[src/rtl/responder_pkg.sv]
// Shared definitions for the quiz-responder sequencer: state codes,
// widths and the small helpers used by the controller and BCD counter.
package responder_pkg;

   // State codes as seen on the State output.
   typedef enum logic [2:0] {
      ST_IDLE    = 3'd0,
      ST_ARMED   = 3'd1,
      ST_LOCKED  = 3'd2,
      ST_FOUL    = 3'd3,
      ST_TIMEOUT = 3'd4
   } state_t;

   localparam int         ID_W        = 3;     // player ID width, 0 = nobody
   localparam int         MAX_PLAYERS = 7;     // most keys an ID_W-bit ID can name
   localparam logic [3:0] BCD_MAX     = 4'd9;  // largest legal BCD digit

   // Out-of-range preset digits are treated as 9.
   function automatic logic [3:0] bcd_clamp(input logic [3:0] d);
      return (d > BCD_MAX) ? BCD_MAX : d;
   endfunction

   // Lowest set key wins; result is the 1-based player number, 0 if none.
   function automatic logic [ID_W-1:0] first_key_id(input logic [MAX_PLAYERS-1:0] keys);
      logic [ID_W-1:0] id;
      id = '0;
      for (int i = MAX_PLAYERS - 1; i >= 0; i--) begin
         if (keys[i]) id = ID_W'(i + 1);
      end
      return id;
   endfunction

endpackage

[src/rtl/bcd_down_counter.sv]
// Two-digit BCD countdown holding the remaining answer time. Loads a
// clamped preset, steps down by one second per enable, stops at 00.
module bcd_down_counter
   import responder_pkg::*;
(
   input  logic       CLK,
   input  logic       RSTn,
   input  logic       i_clr,
   input  logic       i_load,
   input  logic [3:0] i_load_h,
   input  logic [3:0] i_load_l,
   input  logic       i_dec,
   output logic [3:0] o_h,
   output logic [3:0] o_l,
   output logic       o_zero
);

   logic [3:0] r_h;
   logic [3:0] r_l;

   assign o_zero = (r_h == 4'd0) && (r_l == 4'd0);
   assign o_h    = r_h;
   assign o_l    = r_l;

   // Clear beats load beats decrement; units digit borrows from tens.
   always_ff @(posedge CLK or negedge RSTn) begin
      if (!RSTn) begin
         r_h <= 4'd0;
         r_l <= 4'd0;
      end else if (i_clr) begin
         r_h <= 4'd0;
         r_l <= 4'd0;
      end else if (i_load) begin
         r_h <= bcd_clamp(i_load_h);
         r_l <= bcd_clamp(i_load_l);
      end else if (i_dec && !o_zero) begin
         if (r_l != 4'd0) begin
            r_l <= r_l - 4'd1;
         end else begin
            r_l <= BCD_MAX;
            r_h <= r_h - 4'd1;
         end
      end
   end

endmodule

[src/rtl/responder_ctrl.sv]
// Quiz-responder sequencer: arms the answer window on Start, counts the
// preset time down, locks the first contestant key and flags fouls and
// timeouts for the display and buzzer blocks.
module responder_ctrl
   import responder_pkg::*;
#(
   parameter int N_PLAYERS = 6,
   parameter int TICK_DIV  = 50_000_000
)(
   input  logic                 CLK,
   input  logic                 RSTn,
   input  logic                 Start,
   input  logic                 Clear,
   input  logic [N_PLAYERS-1:0] Key,
   input  logic [3:0]           TimerH_Set,
   input  logic [3:0]           TimerL_Set,
   output logic [2:0]           State,
   output logic [ID_W-1:0]      Winner_ID,
   output logic                 Foul,
   output logic                 Timeout,
   output logic [3:0]           TimeH,
   output logic [3:0]           TimeL,
   output logic                 Beep
);

   localparam int             CNT_W     = $clog2(TICK_DIV);
   localparam logic [CNT_W-1:0] TICK_LAST = CNT_W'(TICK_DIV - 1);

   state_t                r_state;
   logic [ID_W-1:0]       r_winner;
   logic                  r_foul;
   logic                  r_timeout;
   logic                  r_beep;
   logic [CNT_W-1:0]      r_tick_cnt;
   logic                  r_start_q;
   logic [N_PLAYERS-1:0]  r_key_q;
   logic                  r_edge_en;

   logic                  w_start_e;
   logic [N_PLAYERS-1:0]  w_key_e;
   logic                  w_key_hit;
   logic [ID_W-1:0]       w_key_id;
   logic                  w_tick;
   logic                  w_zero;
   logic                  w_load;
   logic                  w_dec;

   // Input history for edge detection; edges are suppressed on the first
   // clock after reset so a key already held at release is not a press.
   // NOTE: sequential state uses non-blocking assignments so every register
   // samples pre-edge values regardless of block ordering.
   always_ff @(posedge CLK or negedge RSTn) begin
      if (!RSTn) begin
         r_start_q <= 1'b0;
         r_key_q   <= '0;
         r_edge_en <= 1'b0;
      end else begin
         r_start_q <= Start;
         r_key_q   <= Key;
         r_edge_en <= 1'b1;
      end
   end

   assign w_start_e = r_edge_en & Start & ~r_start_q;
   assign w_key_e   = {N_PLAYERS{r_edge_en}} & Key & ~r_key_q;
   assign w_key_hit = |w_key_e;
   assign w_key_id  = first_key_id(MAX_PLAYERS'(w_key_e));
   assign w_tick    = (r_tick_cnt == TICK_LAST);

   // Counter control mirrors the FSM priorities: Clear, then key, then time.
   assign w_load = !Clear && (r_state == ST_IDLE) && !w_key_hit && w_start_e;
   assign w_dec  = !Clear && (r_state == ST_ARMED) && !w_key_hit && !w_zero && w_tick;

   bcd_down_counter u_time (
      .CLK      (CLK),
      .RSTn     (RSTn),
      .i_clr    (Clear),
      .i_load   (w_load),
      .i_load_h (TimerH_Set),
      .i_load_l (TimerL_Set),
      .i_dec    (w_dec),
      .o_h      (TimeH),
      .o_l      (TimeL),
      .o_zero   (w_zero)
   );

   // Sequencer FSM with registered flags, winner, beep and second divider.
   always_ff @(posedge CLK or negedge RSTn) begin
      if (!RSTn) begin
         r_state    <= ST_IDLE;
         r_winner   <= '0;
         r_foul     <= 1'b0;
         r_timeout  <= 1'b0;
         r_beep     <= 1'b0;
         r_tick_cnt <= '0;
      end else begin
         r_beep <= 1'b0;
         if (Clear) begin
            r_state    <= ST_IDLE;
            r_winner   <= '0;
            r_foul     <= 1'b0;
            r_timeout  <= 1'b0;
            r_tick_cnt <= '0;
         end else begin
            case (r_state)
               ST_IDLE: begin
                  r_tick_cnt <= '0;
                  if (w_key_hit) begin
                     r_state  <= ST_FOUL;
                     r_winner <= w_key_id;
                     r_foul   <= 1'b1;
                     r_beep   <= 1'b1;
                  end else if (w_start_e) begin
                     r_state <= ST_ARMED;
                  end
               end
               ST_ARMED: begin
                  if (w_key_hit) begin
                     r_state    <= ST_LOCKED;
                     r_winner   <= w_key_id;
                     r_beep     <= 1'b1;
                     r_tick_cnt <= '0;
                  end else if (w_zero) begin
                     r_state    <= ST_TIMEOUT;
                     r_timeout  <= 1'b1;
                     r_beep     <= 1'b1;
                     r_tick_cnt <= '0;
                  end else if (w_tick) begin
                     r_tick_cnt <= '0;
                  end else begin
                     r_tick_cnt <= r_tick_cnt + 1'b1;
                  end
               end
               default: begin
                  r_tick_cnt <= '0;
               end
            endcase
         end
      end
   end

   assign State     = r_state;
   assign Winner_ID = r_winner;
   assign Foul      = r_foul;
   assign Timeout   = r_timeout;
   assign Beep      = r_beep;

endmodule

[config.mk]
export PLATFORM = sky130hd
export DESIGN_NAME = responder_ctrl
export DESIGN_NICKNAME = d
export VERILOG_FILES = /design/src/rtl/responder_pkg.sv /design/src/rtl/bcd_down_counter.sv /design/src/rtl/responder_ctrl.sv
export SDC_FILE = /design/constraint.sdc
export NUM_CORES = 1
export LEC_CHECK = 0
export BUFFER_PORTS_ARGS = -buffer_cell sky130_fd_sc_hd__buf_2
export CAP_MARGIN = 20
export CORE_ASPECT_RATIO = 0.6
export CORE_MARGIN = 5
export CORE_UTILIZATION = 51
export DETAILED_ROUTE_END_ITERATION = 7
export GPL_TIMING_DRIVEN = 0
export PLACE_DENSITY = 0.78
export REMOVE_ABC_BUFFERS = 1
export SYNTH_ARGS = -nofsm -noshare
export SYNTH_HDL_FRONTEND = slang
export SYNTH_SLANG_ARGS = --single-unit
[constraint.sdc]
create_clock -name CLK -period 2.7 [get_ports CLK]
set_input_delay 0.135 -clock CLK [delete_from_list [all_inputs] [get_ports CLK]]
set_output_delay 0.135 -clock CLK [all_outputs]
set_load 0.01 [all_outputs]
**Yosys cells after proc, flatten, opt, wreduce, memory -nomap -nowiden**

Cells that the tools add are included.

- Add/sub/neg operators: 3
- Magnitude comparators: 2
- Equal/unequal tests: 6
- Muxes and demuxes: 42
- Bitwise gates (word level): 6
- Reduce and logical (&&, ||, !) cells: 30

Operator list:

| kind | count |
|---|---|
| $mux 26 | 5 |
| $mux 3 | 14 |
| $mux 4 | 10 |
| $add 26x1->26 const B | 1 |
| $eq 26x26->1 const B | 1 |
| $and 6x6->6 | 2 |
| $mux 1 | 11 |
| $reduce_bool 2->1 | 5 |
| $logic_and 1x1->1 | 9 |
| $gt 4x4->1 const B | 2 |
| $logic_not 4->1 | 2 |
| $sub 4x1->4 const B | 2 |
| $not 6->6 | 1 |
| $pmux 3 s2 | 1 |
| $reduce_and 2->1 | 3 |
| $reduce_and 3->1 | 2 |
| $reduce_bool 3->1 | 2 |
| $reduce_or 6->1 | 1 |
| $ne 4x3->1 const B | 1 |
| $ne 4x4->1 const B | 1 |
| $reduce_bool 4->1 | 1 |
| $eq 3x1->1 const B | 1 |
| $logic_not 1->1 | 3 |
| $logic_not 3->1 | 1 |
| 6 further kinds | 7 |

- Register bits: 51
- Output and inout bits: 17
- Word-level logic and storage cells: 100

**Longest topological paths before layout**

- Depth in word-level cells: 11
- Gate-level depth with buffers: 9
- Mapped depth without buffers: 8

**Hierarchy**

A second synthesis with hierarchy kept.

- Cell total of the unflattened synthesis: 265
- Area total of the unflattened synthesis: 2702.6 um2

Modules (own cells, without submodules):

| module | times used | cells each | area an instance (um2) | seq. area each (um2) |
|---|---|---|---|---|
| responder_ctrl | 1 | 199 | 2110.8 | 1076.0 |
| bcd_down_counter | 1 | 66 | 591.8 | 200.2 |

**Worst setup path after synthesis**

OpenSTA, ideal clock, no wires.

- Path kind: flip-flop to flip-flop
- Start point: register r_tick_cnt[0]
- End point: register u_time.r_h[3] (netlist: u_time.o_h[3])
- Arrival: 2517 ps
- Required time: 2601 ps
- Slack: 83 ps
- Cell stages (with the launch flop): 8
- Path buffers: 0
- Path through: dfrtp_1 ha_1 and4_4 nand3_2 or4_4 or3_4 or4_1 a311oi_1

- Cells in the longest elaborated chain, start to end: 5

RTL lines:

| item | RTL line | RTL |
|---|---|---|
| start, declared | responder_ctrl.sv:34 | `logic [CNT_W-1:0] r_tick_cnt;` |
| start signal, assigned | responder_ctrl.sv:131 | `r_tick_cnt <= r_tick_cnt + 1'b1;` |
| $eq 26x26->1 | responder_ctrl.sv:68 | `assign w_tick = (r_tick_cnt == TICK_LAST);` |
| $logic_and 1x1->1 | responder_ctrl.sv:72 | `assign w_dec = !Clear && (r_state == ST_ARMED) && !w_key_hit && !w_zero && w_tick;` |
| $logic_and 1x1->1 | bcd_down_counter.sv:36 | `end else if (i_dec && !o_zero) begin` |
| $reduce_bool 3->1 (no line) | n/a |  |
| $reduce_and 2->1 (no line) | n/a |  |
| end signal, assigned | bcd_down_counter.sv:34 | `r_h <= bcd_clamp(i_load_h);` |
| end signal, assigned | bcd_down_counter.sv:41 | `r_h <= r_h - 4'd1;` |
| end, declared | bcd_down_counter.sv:18 | `logic [3:0] r_h;` |

No other way between the ends.
A chain may end at the register's enable or synchronous reset.

**Final worst setup path**

- Start point: register r_tick_cnt[0]
- End point: register u_time.r_h[2] (netlist: u_time.o_h[2])

The elaborated chain is that of the path after synthesis.

==> results.cfg <==
[cells_and_area]
antenna_cells = 0
fillers = 375
area_growth_pct = 21.5
nets = 341
drive_above_1_share_pct = 21.9

[pwr]
vdd_ir_drop_max_mv = 0.324
p_leak_nw = 1.34
power_density_nw_per_um2 = 455
p_total_w = 0.00140
power.internal_w = 0.00103
p_comb_share_pct = 12.3
switching_share_pct = 26.5
seq_power_share_pct = 57.4
p_sw_w = 0.000371
clkPwrFrac_pct = 30.3

[setup_path]
worstSetupStartpoint = r_tick_cnt[0]
reg2reg_to = u_time.o_h[2]
path_max_fanout = 5
crit_path_end_kind = register
crit_chain = ha_2 > and4_4 > nand3_4 > or4_4 > or3_4 > or4_4 > a311oi_2
startpoint_type = register
crit_path_frequent_cell = or4_4
arrival_ns = 2.86
required_ns = 2.90
crit_type = reg -> reg
reg2reg_from = r_tick_cnt[0]
cpPeakStageDelay_ns = 0.57
rrSetupSlack_ns = 0.05
reg2reg_depth = 7
crit_slowest_cell = or4_4

[die]
ios = 35
die_h_um = 64.6
die_w_um = 101
num_rows = 19
start_util_pct = 54.2
die_area_um2 = 6530
core_um2 = 4680

[routing]
routed.top_layer = met4
routedWlPerCell_um = 14.9
wl_met1_mm = 2.80
wl_met2_mm = 2.45
routed-wl-met3_um = 373
drt-vias-per-instance = 5.64
wirelength_mm = 5.69
drt-pass1-iter-count = 4
antenna_left = 0
via_count = 2154
drt_iter0_markers = 119
drc = 0

[placed_design]
dp_hpwl_mm = 3.94
port_buffers = 34
place_congestion = 0.796
pre_cts_slack_ns = -0.199

[global_route]
grt_pass1_vias = 2005
track_usage_pct = 18.6
grt_antenna_before_repair = 0
grt_max_degree = 30
grt_pass1_wl_mm = 9.76
gr-total-overflow = 0

[timing]
setup_slack_ns = 0.0470
finalSetupViolCount = 0
maxSlewViolCount = 0
worst_slew_pin_slew_ns = 0.679
skew_ns = 0.00775
fin_crit_sh_pct = 98.3
hold_slack_ns = 0.108
layout_min_cycle_time_ns = 2.65
max_freq_ghz = 0.377
tns_ns = 0
hold_violations = 0
slew_headroom_pct = 54.6

[logic_synthesis]
synthArstFlopShare_pct = 100
synth-seq-cells = 51
syn-cell-area_um2 = 2540
synth.area.top_cells = dfrtp_1, nor2_1, xor2_1
yosys.cell_count.top_type = dfrtp_1
synth_top_cell_area_share_pct = 50.3
yosys-top-cells-count = dfrtp_1, nor2_1, xor2_1
synth_cell_type_count = 40
synth_largest_area_cell = dfrtp_1
yosysWarnings = 0
synth_edf_count = 0
synthCells = 269
synth_seq_area_share_pct = 50.3
synth_flop_cell = dfrtp_1
synth_area_per_cell_um2 = 9.43

[min_path]
hold_depth = 3
hp-class = in -> reg
hold_path_end = u_time.o_l[2]
worstHoldStart = TimerL_Set[2]

[cts]
cts.sinks = 51
numCtsBuffers = 5
cts_tree = yes
clk_latency_ns = 0.30
clock_path_buffers = 2
root_buffer = clkbuf_8
htreeDepth = 2
clkTransAtPathRegs_ns = 0.09

[status]
outcome = finished clean

[run]
cap_violations = 0
-- worst max-delay path by stage --
stage | endpoint | slack [ns] | depth (start not counted)
5_1_grt | u_time.o_h[2] | -0.02 | 7
6_report | u_time.o_h[2] | 0.05 | 7
2_1_floorplan | u_time.o_h[3] | 0.04 | 7
4_1_cts | u_time.o_h[1] | 0.02 | 7
3_3_place_gp | u_time.o_h[3] | -0.14 | 7
3_5_place_dp | u_time.o_h[3] | -0.20 | 7
-- metal layers --
| metal | up-vias | track usage (%) |
|---|---|---|
| li1 | 1047 | - |
| met1 | 1033 | 28.9 |
| met2 | 66 | 26.5 |
| met3 | 8 | 3.97 |
| met4 | 0 | 4.15 |
| met5 | - | 0 |
-- cell usage in the layout, fill, tap and decap left out, types with 2 or more instances in the layout --
cell / netlist / routed
dfrtp_1: 51 / 51
nor2_1: 49 / 49
buf_2: 0 / 34
xor2_1: 18 / 18
nand2_1: 16 / 16
a21oi_1: 12 / 12
inv_1: 10 / 10
nand3_1: 11 / 10
nor3_1: 10 / 10
nand4_1: 8 / 8
dlygate4sd3_1: 0 / 8
or3_1: 7 / 7
buf_4: 1 / 7
nand2b_1: 6 / 6
xnor2_1: 6 / 6
o21ai_0: 7 / 6
clkbuf_8: 0 / 5
and3_1: 4 / 4
or4_4: 1 / 4
nor4_1: 5 / 4
a311oi_1: 8 / 4
a311oi_2: 0 / 4
ha_1: 4 / 3
nand3b_1: 2 / 2
a31oi_1: 3 / 2
or3_4: 1 / 2
o21a_1: 2 / 2
o31ai_1: 2 / 2
or3_2: 2 / 2
-- state kept, by name, summed over array words and instances, names as in the netlist --
signal,flops
r_key_q,6
r_tick_cnt,26
Winner_ID,3
State,3
r_start_q,1
u_time.o_l,4
Beep,1
u_time.o_h,4
r_edge_en,1
Timeout,1
Foul,1
-- layout make-up --
type | instances | area (µm²) | share of cell area, %
Sequential cell | 51 | 1280 | 41.4
Multi-Input combinational cell | 201 | 1280 | 41.7
Tap cell | 63 | 78.8 | 2.56
Timing Repair Buffer | 50 | 323 | 10.5
Clock inverter | 2 | 13.8 | 0.447
Inverter | 10 | 37.5 | 1.22
Clock buffer | 5 | 68.8 | 2.23
-- critical path, delay by kind of cell (launching register included) --
kind                       cells  cell delay (ns)
and+or+nand+nor                5             1.77
AOI/OAI and AO/OA              1             0.24
adders and majority gates      1             0.19
DFF                            1             0.36
-- kinds of logic (layout without fill, tap and decap cells) --
kind of cell    Yosys count  in the layout  synth area share (%)
compound gates           37             37                  9.37
xor+xnor                 24             24                  8.29
fa+ha+maj                 4              4                  1.97
buf+inv                  18             67                  2.81
flops                    51             51                  50.3
mux                       1              1                 0.395
other cells               1              1                 0.148
simple gates            133            134                  26.7
-- power by group through the flow --
stage | Combinational (W) | Clock, W | Sequential (W)
finish | 0.000173 | 0.000424 | 0.000804
global placement | 0.000150 | 0 | 0.000818
global route | 0.000194 | 0.000475 | 0.000808
CTS | 0.000169 | 0.000436 | 0.000804
floorplan | 0.0000749 | 0 | 0.000823
detailed placement | 0.000157 | 0 | 0.000819
-- stage by stage --
stage                     std cells  cell area, µm²  util (%)
final                           382            3080      65.8
after global placement          358            2750      58.7
after floorplan                 261            2500         -
after detailed placement        359            2770      59.2
after CTS                       381            3020      64.5
after global routing            382            3080      65.8
-- repair_timing --
action	in CTS	in global routing
resized for setup	7	9
hold buffers	8	0
gates cloned	1	0
hold endpoints to repair	29	0
endpoints found under the setup margin	25	10
setup buffers	6	1
pin swaps	7	4
Note: power is estimated with default switching activity, not from simulation.
